[src/rtl/qk_adder_sequencer.sv]
// qk_adder_sequencer: control FSM for the two-pass Q.K tile adder.
// Optional abort input enabled by defining QK_ADDER_SEQ_ABORT_EN.
module qk_adder_sequencer #(
   parameter int NUM_TILES = 4
) (
   input  logic       clk,
   input  logic       _reset,
   input  logic       start,
   input  logic       int_valid,
   input  logic       frac1_valid,
   input  logic       frac2_valid,
   input  logic       res_ready,
`ifdef QK_ADDER_SEQ_ABORT_EN
   input  logic       abort,
`endif
   output logic       enable,
   output logic       IntFlag,
   output logic       sel_in1,
   output logic [1:0] sel_in2,
   output logic       int_ack,
   output logic       frac1_ack,
   output logic       frac2_ack,
   output logic       res_valid,
   output logic [7:0] tile_idx,
   output logic       busy,
   output logic       done
);

   typedef enum logic [2:0] {
      S_IDLE,
      S_WAIT_A,
      S_ADD1,
      S_WAIT_B,
      S_ADD2,
      S_RESULT,
      S_DONE
   } state_e;

   localparam logic [7:0] LAST_IDX = 8'(NUM_TILES - 1);

   state_e     state_q, state_d;
   logic [7:0] tile_q, tile_d;
   logic       abort_w;

`ifdef QK_ADDER_SEQ_ABORT_EN
   assign abort_w = abort && (state_q != S_IDLE);
`else
   assign abort_w = 1'b0;
`endif

   // State and tile counter registers
   always_ff @(posedge clk or negedge _reset) begin
      if (!_reset) begin
         state_q <= S_IDLE;
         tile_q  <= 8'd0;
      end else begin
         state_q <= state_d;
         tile_q  <= tile_d;
      end
   end

   // Next-state logic and Moore decode of adder controls
   always_comb begin
      state_d   = state_q;
      tile_d    = tile_q;
      enable    = 1'b0;
      IntFlag   = 1'b0;
      sel_in1   = 1'b0;
      sel_in2   = 2'd2;
      int_ack   = 1'b0;
      frac1_ack = 1'b0;
      frac2_ack = 1'b0;
      res_valid = 1'b0;
      done      = 1'b0;
      unique case (state_q)
         S_IDLE: begin
            if (start) begin
               state_d = S_WAIT_A;
               tile_d  = 8'd0;
            end
         end
         S_WAIT_A: begin
            if (int_valid && frac1_valid)
               state_d = S_ADD1;
         end
         S_ADD1: begin
            enable    = 1'b1;
            IntFlag   = 1'b1;
            sel_in1   = 1'b0;
            sel_in2   = 2'd0;
            int_ack   = !abort_w;
            frac1_ack = !abort_w;
            state_d   = frac2_valid ? S_ADD2 : S_WAIT_B;
         end
         S_WAIT_B: begin
            if (frac2_valid)
               state_d = S_ADD2;
         end
         S_ADD2: begin
            enable    = 1'b1;
            IntFlag   = 1'b0;
            sel_in1   = 1'b1;
            sel_in2   = 2'd1;
            frac2_ack = !abort_w;
            state_d   = S_RESULT;
         end
         S_RESULT: begin
            res_valid = 1'b1;
            if (res_ready) begin
               if (tile_q == LAST_IDX) begin
                  state_d = S_DONE;
               end else begin
                  tile_d  = tile_q + 8'd1;
                  state_d = S_WAIT_A;
               end
            end
         end
         S_DONE: begin
            done    = 1'b1;
            state_d = S_IDLE;
         end
         default: begin
            state_d = S_IDLE;
         end
      endcase
      if (abort_w) begin
         state_d = S_IDLE;
         tile_d  = 8'd0;
      end
   end

   assign tile_idx = tile_q;
   assign busy     = (state_q != S_IDLE);

endmodule

[config.mk]
export PLATFORM = sky130hd
export DESIGN_NAME = qk_adder_sequencer
export DESIGN_NICKNAME = d
export VERILOG_FILES = /design/src/rtl/qk_adder_sequencer.sv
export SDC_FILE = /design/constraint.sdc
export NUM_CORES = 1
export LEC_CHECK = 0
export BUFFER_PORTS_ARGS = -buffer_cell sky130_fd_sc_hd__buf_2
export CORE_MARGIN = 4
export CORE_UTILIZATION = 35
export CTS_CLUSTER_SIZE = 12
export DETAILED_ROUTE_END_ITERATION = 12
export HOLD_SLACK_MARGIN = 0.08
export PLACE_DENSITY = 0.66
export SLEW_MARGIN = 20
export SYNTH_ARGS = -nofsm -noshare
export SYNTH_HDL_FRONTEND = slang
export SYNTH_SLANG_ARGS = --single-unit
[constraint.sdc]
create_clock -name clk -period 4.8 [get_ports clk]
set_clock_uncertainty 0.2 [all_clocks]
set_input_delay 0.24 -clock clk [delete_from_list [all_inputs] [get_ports clk]]
set_output_delay 0.24 -clock clk [all_outputs]
set_load 0.02 [all_outputs]
# After elaboration in Yosys (flattened, before gate mapping)
# Index checks and enable logic that the tools add are counted.
# word_totals
output_inout_bits	19
in_bits	7
elab_cells	39
register_bits	11
# op_classes
eq_ne	12
reduce_logical	7
add_sub_neg	1
mux	17
# op_table
operator	count
$mux W8	3
$mux W3	6
$pmux W3 S6	1
$pmux W8 S2	1
$ne A2 B2 Y1 const B	5
$eq A3 B3 Y1 const B	3
$add A8 B1 Y8 const B	1
$eq A8 B2 Y1 const B	1
$reduce_and A4 Y1	2
$eq A3 B2 Y1 const B	2
$mux W1	5
$pmux W2 S2	1
$eq A3 B1 Y1 const B	1
$logic_not A3 Y1	1
$reduce_bool A3 Y1	1
$reduce_bool A2 Y1	1
$reduce_or A2 Y1	1
$logic_and A1 B1 Y1	1

# Longest topological paths before layout
# depth
word_depth	4
ltp_mapped	5
depth_no_buf	5

# Worst setup path after synthesis
# OpenSTA, ideal clock, no wires.
# synth_timing
kind	register -> output
start	register state_q[1]
end	output port sel_in2[1]
path_slack_ns	2.650
path_stages_with_launch	5
arrival_ns	1.710
path_cell_list	dfrtp_1 > clkbuf_1 > nor3b_1 > or2_2 > inv_1
# synth_via
elab_chain_cells	2
word_cells_on_any_way	3
classes_between	2 x eq/ne; 1 x mux
# synth_lines
item	line	text
start, declared	41	state_e state_q, state_d;
start signal, assigned	57	state_q <= state_d;
$eq A3 B3 Y1 / $eq A3 B2 Y1 (equally long branches)	75	unique case (state_q)
$pmux W2 S2 (*)	75	
end, declared	19	output logic [1:0] sel_in2,
# Mark *: on every way between the ends. The rest lies on a longest branch, timed or not.

# Worst setup path after layout
# layout_timing
start	register state_q[2]
end	output port sel_in2[1]
# Same word-level chain as after synthesis.

==> results.toml <==
[clock_tree]
cts_tree = "done"
cts_sinks = 11
clkLatencyLatePin_ns = 0.27
clock_path_buffers = 2
cts_root_buf = "clkbuf_4"
clk_pin_slew_ns = 0.06
h-tree-depth = 1
cts_buffers = 3

[setup_path]
critPathCaptureType = "output port"
path_cells = "nor3b_1 > or2_2 > inv_1 > buf_2"
cp_max_fo = 15
setup.worst_path.start_class = "flop"
slowest_delay_ns = 0.61
worstPathRequired_ns = 4.36
worstPathArrival_ns = 1.61
r2r_setup_slack_ns = 2.76
crit_slowest_cell = "dfrtp_1"
path_class = "reg2out"

[global_routing]
overflow = 0
grt_start_max_net_pins = 16
grt_usage_pct = 13.5
grt_pass1_vias = 651
grt_pass1_wl_mm = 2.90
antenna_found_initial = 0

[pwr]
power_switching_w = 0.000191
swShare_pct = 46.2
powerDensity_nw_per_um2 = 454
p_leak_nw = 0.473
clockPowerShare_pct = 15.1
seq_power_share_pct = 40.4
p_comb_share_pct = 44.5
power.internal_w = 0.000222
ir_drop_v = 0.000271

[finish]
area_growth_pct = 19.8
drive_gt1_share_pct = 31.8
nNetsFinal = 116
antenna_cells = 0

[detailed_routing]
routed_via_density = 5.13
drc = 0
postRouteWirelength_mm = 1.66
ant_nets = 0
drtIter0Drc = 4
post_drt_wl_per_cell_um = 12.4
first_pass_iters = 3
vias = 687

[timing]
max_freq_ghz = 0.488
setup_ws_ns = 2.75
tightest_slew_ns = 0.447
final.setup.tns_ns = 0
rsz0062_at_grt = "false"
setup-violations-final = 0
final-max-slew-violation-count = 0
period_share_pct = 42.7
fin_crit_ns = 2.05
hold_viol_final = 0
relSlewSlack_pct = 70.0

[floorplanning]
core_area_um2 = 2000
initial_core_util_pct = 37.9
die_x_um = 54.5
row_count = 16
die_area_um2 = 2980
num_io_pins = 26
die_y_um = 54.5

[placement]
post-dp-hpwl_mm = 1.33
pre_cts_ws_ns = 2.77
port_buffers = 25
routabilityCongestion = 0.781

[synth]
ys_warn_count = 0
avgSynthCellArea_um2 = 8.92
synth_top_area_cell = "dfrtp_1"
synth_compound_area_share_pct = 19.3
ys_ff_latch = 11
synth_top_area_share_pct = 36.3
yosys.area_share.simple_pct = 26.9
syn_nets = 93
seq_area_frac_synth_pct = 36.3
synth_edf_count = 0
ys_async_sr_fraction_pct = 100
synth_top_family_by_area = "simple AND/OR/NAND/NOR gates"
synthAdderAreaFrac_pct = 1.65
synthesis.area_um2 = 758
synth_most_common_cell = "dfrtp_1"
synth-main-ff-cell = "dfrtp_1"
synth.area.top_cells = "dfrtp_1 (36%), buf_4 (5.0%), inv_1 (3.5%)"
synthXorXnorAreaFrac_pct = 2.31
syn_inst = 85
yosys.cell_types.count = 38
synth_commonest_cells = "dfrtp_1 (11), inv_1 (7), nand2_1 (6)"
synthMuxAreaShare_pct = 2.81

[min_path]
hp-class = "in2reg"

[flow_run]
cap_viol_max_count = 0

[status]
status = "complete, no violations"
metrics by stage:
stage	utilization, %	hold slack [ns]	total power [W]	std cells	area [um2]
4_1_cts	45.4	0.151	0.000417	134	908
6_report	45.4	0.152	0.000412	134	908
5_1_grt	45.4	0.180	0.000453	134	908
3_5_place_dp	43.1	-0.0755	0.000352	128	862
2_1_floorplan	-	-0.256	0.000310	85	758
3_3_place_gp	43.1	-0.0759	0.000349	128	862
power by group through the flow:
stage	registers, W	clock network [W]	logic [W]
2_1_floorplan	0.000144	0	0.000165
6_report	0.000166	0.0000622	0.000184
3_5_place_dp	0.000168	0	0.000184
3_3_place_gp	0.000166	0	0.000183
5_1_grt	0.000177	0.0000716	0.000204
4_1_cts	0.000166	0.0000648	0.000186
repair_timing:
item                      4_1_cts  5_1_grt
gates resized for setup         0        0
buffers inserted                0        0
hold endpoints to repair       13        0
hold buffers                    2        0
cell families after synthesis:
logic type      after synthesis
buf+inv                      16
mux                           2
flops                        11
simple gates                 33
compound gates               20
fa+ha+maj                     1
xor+xnor                      2
area by class of cell:
class / count / area, um2
inverters: 7 / 26.3
repair buffers: 27 / 145
well taps: 27 / 33.8
fillers: 218 / 1090
flip-flops and latches: 11 / 275
multi-input cells: 58 / 402
clock buffers: 4 / 26.3
registers in the layout, indices dropped and copies added (netlist names):
name,cells
tile_idx,8
state_q,3
cells in the final DEF (no fill, tap or decap), types with 3 or more instances in the layout:
master    instances
a21oi_1           3
buf_2            25
clkbuf_4          3
dfrtp_1          11
inv_1             7
nand2_1           6
nand3_1           4
nor2_1            5
nor3_1            4
o21ai_0           4
critical path, delay by kind of cell, from the launching register on:
family,cells,cell delay (ns)
buffers and inverters,2,0.17
AND/OR/NAND/NOR,2,0.55
flip-flops,1,0.61
per-layer routing:
layer  track usage (%)  up-vias  wire [um]
met5                 0        -          0
met4              3.73        0         12
met3              4.90        3         65
met2              22.9        7        894
met1              16.0      334        688
li1                  -      343          -
path summary, 6_finish.rpt:
check                           cells past startpoint     endpoint         from
worst max register to register                      5  tile_idx[7]  tile_idx[0]
worst max-delay path                                4   sel_in2[1]   state_q[2]
max in group asynchronous                           2   state_q[2]       _reset
worst min-delay path                                4   state_q[1]  frac1_valid
worst min register to register                      1  tile_idx[4]  tile_idx[4]
min in group asynchronous                           2  tile_idx[3]       _reset
(Power assumes the default switching activity.)
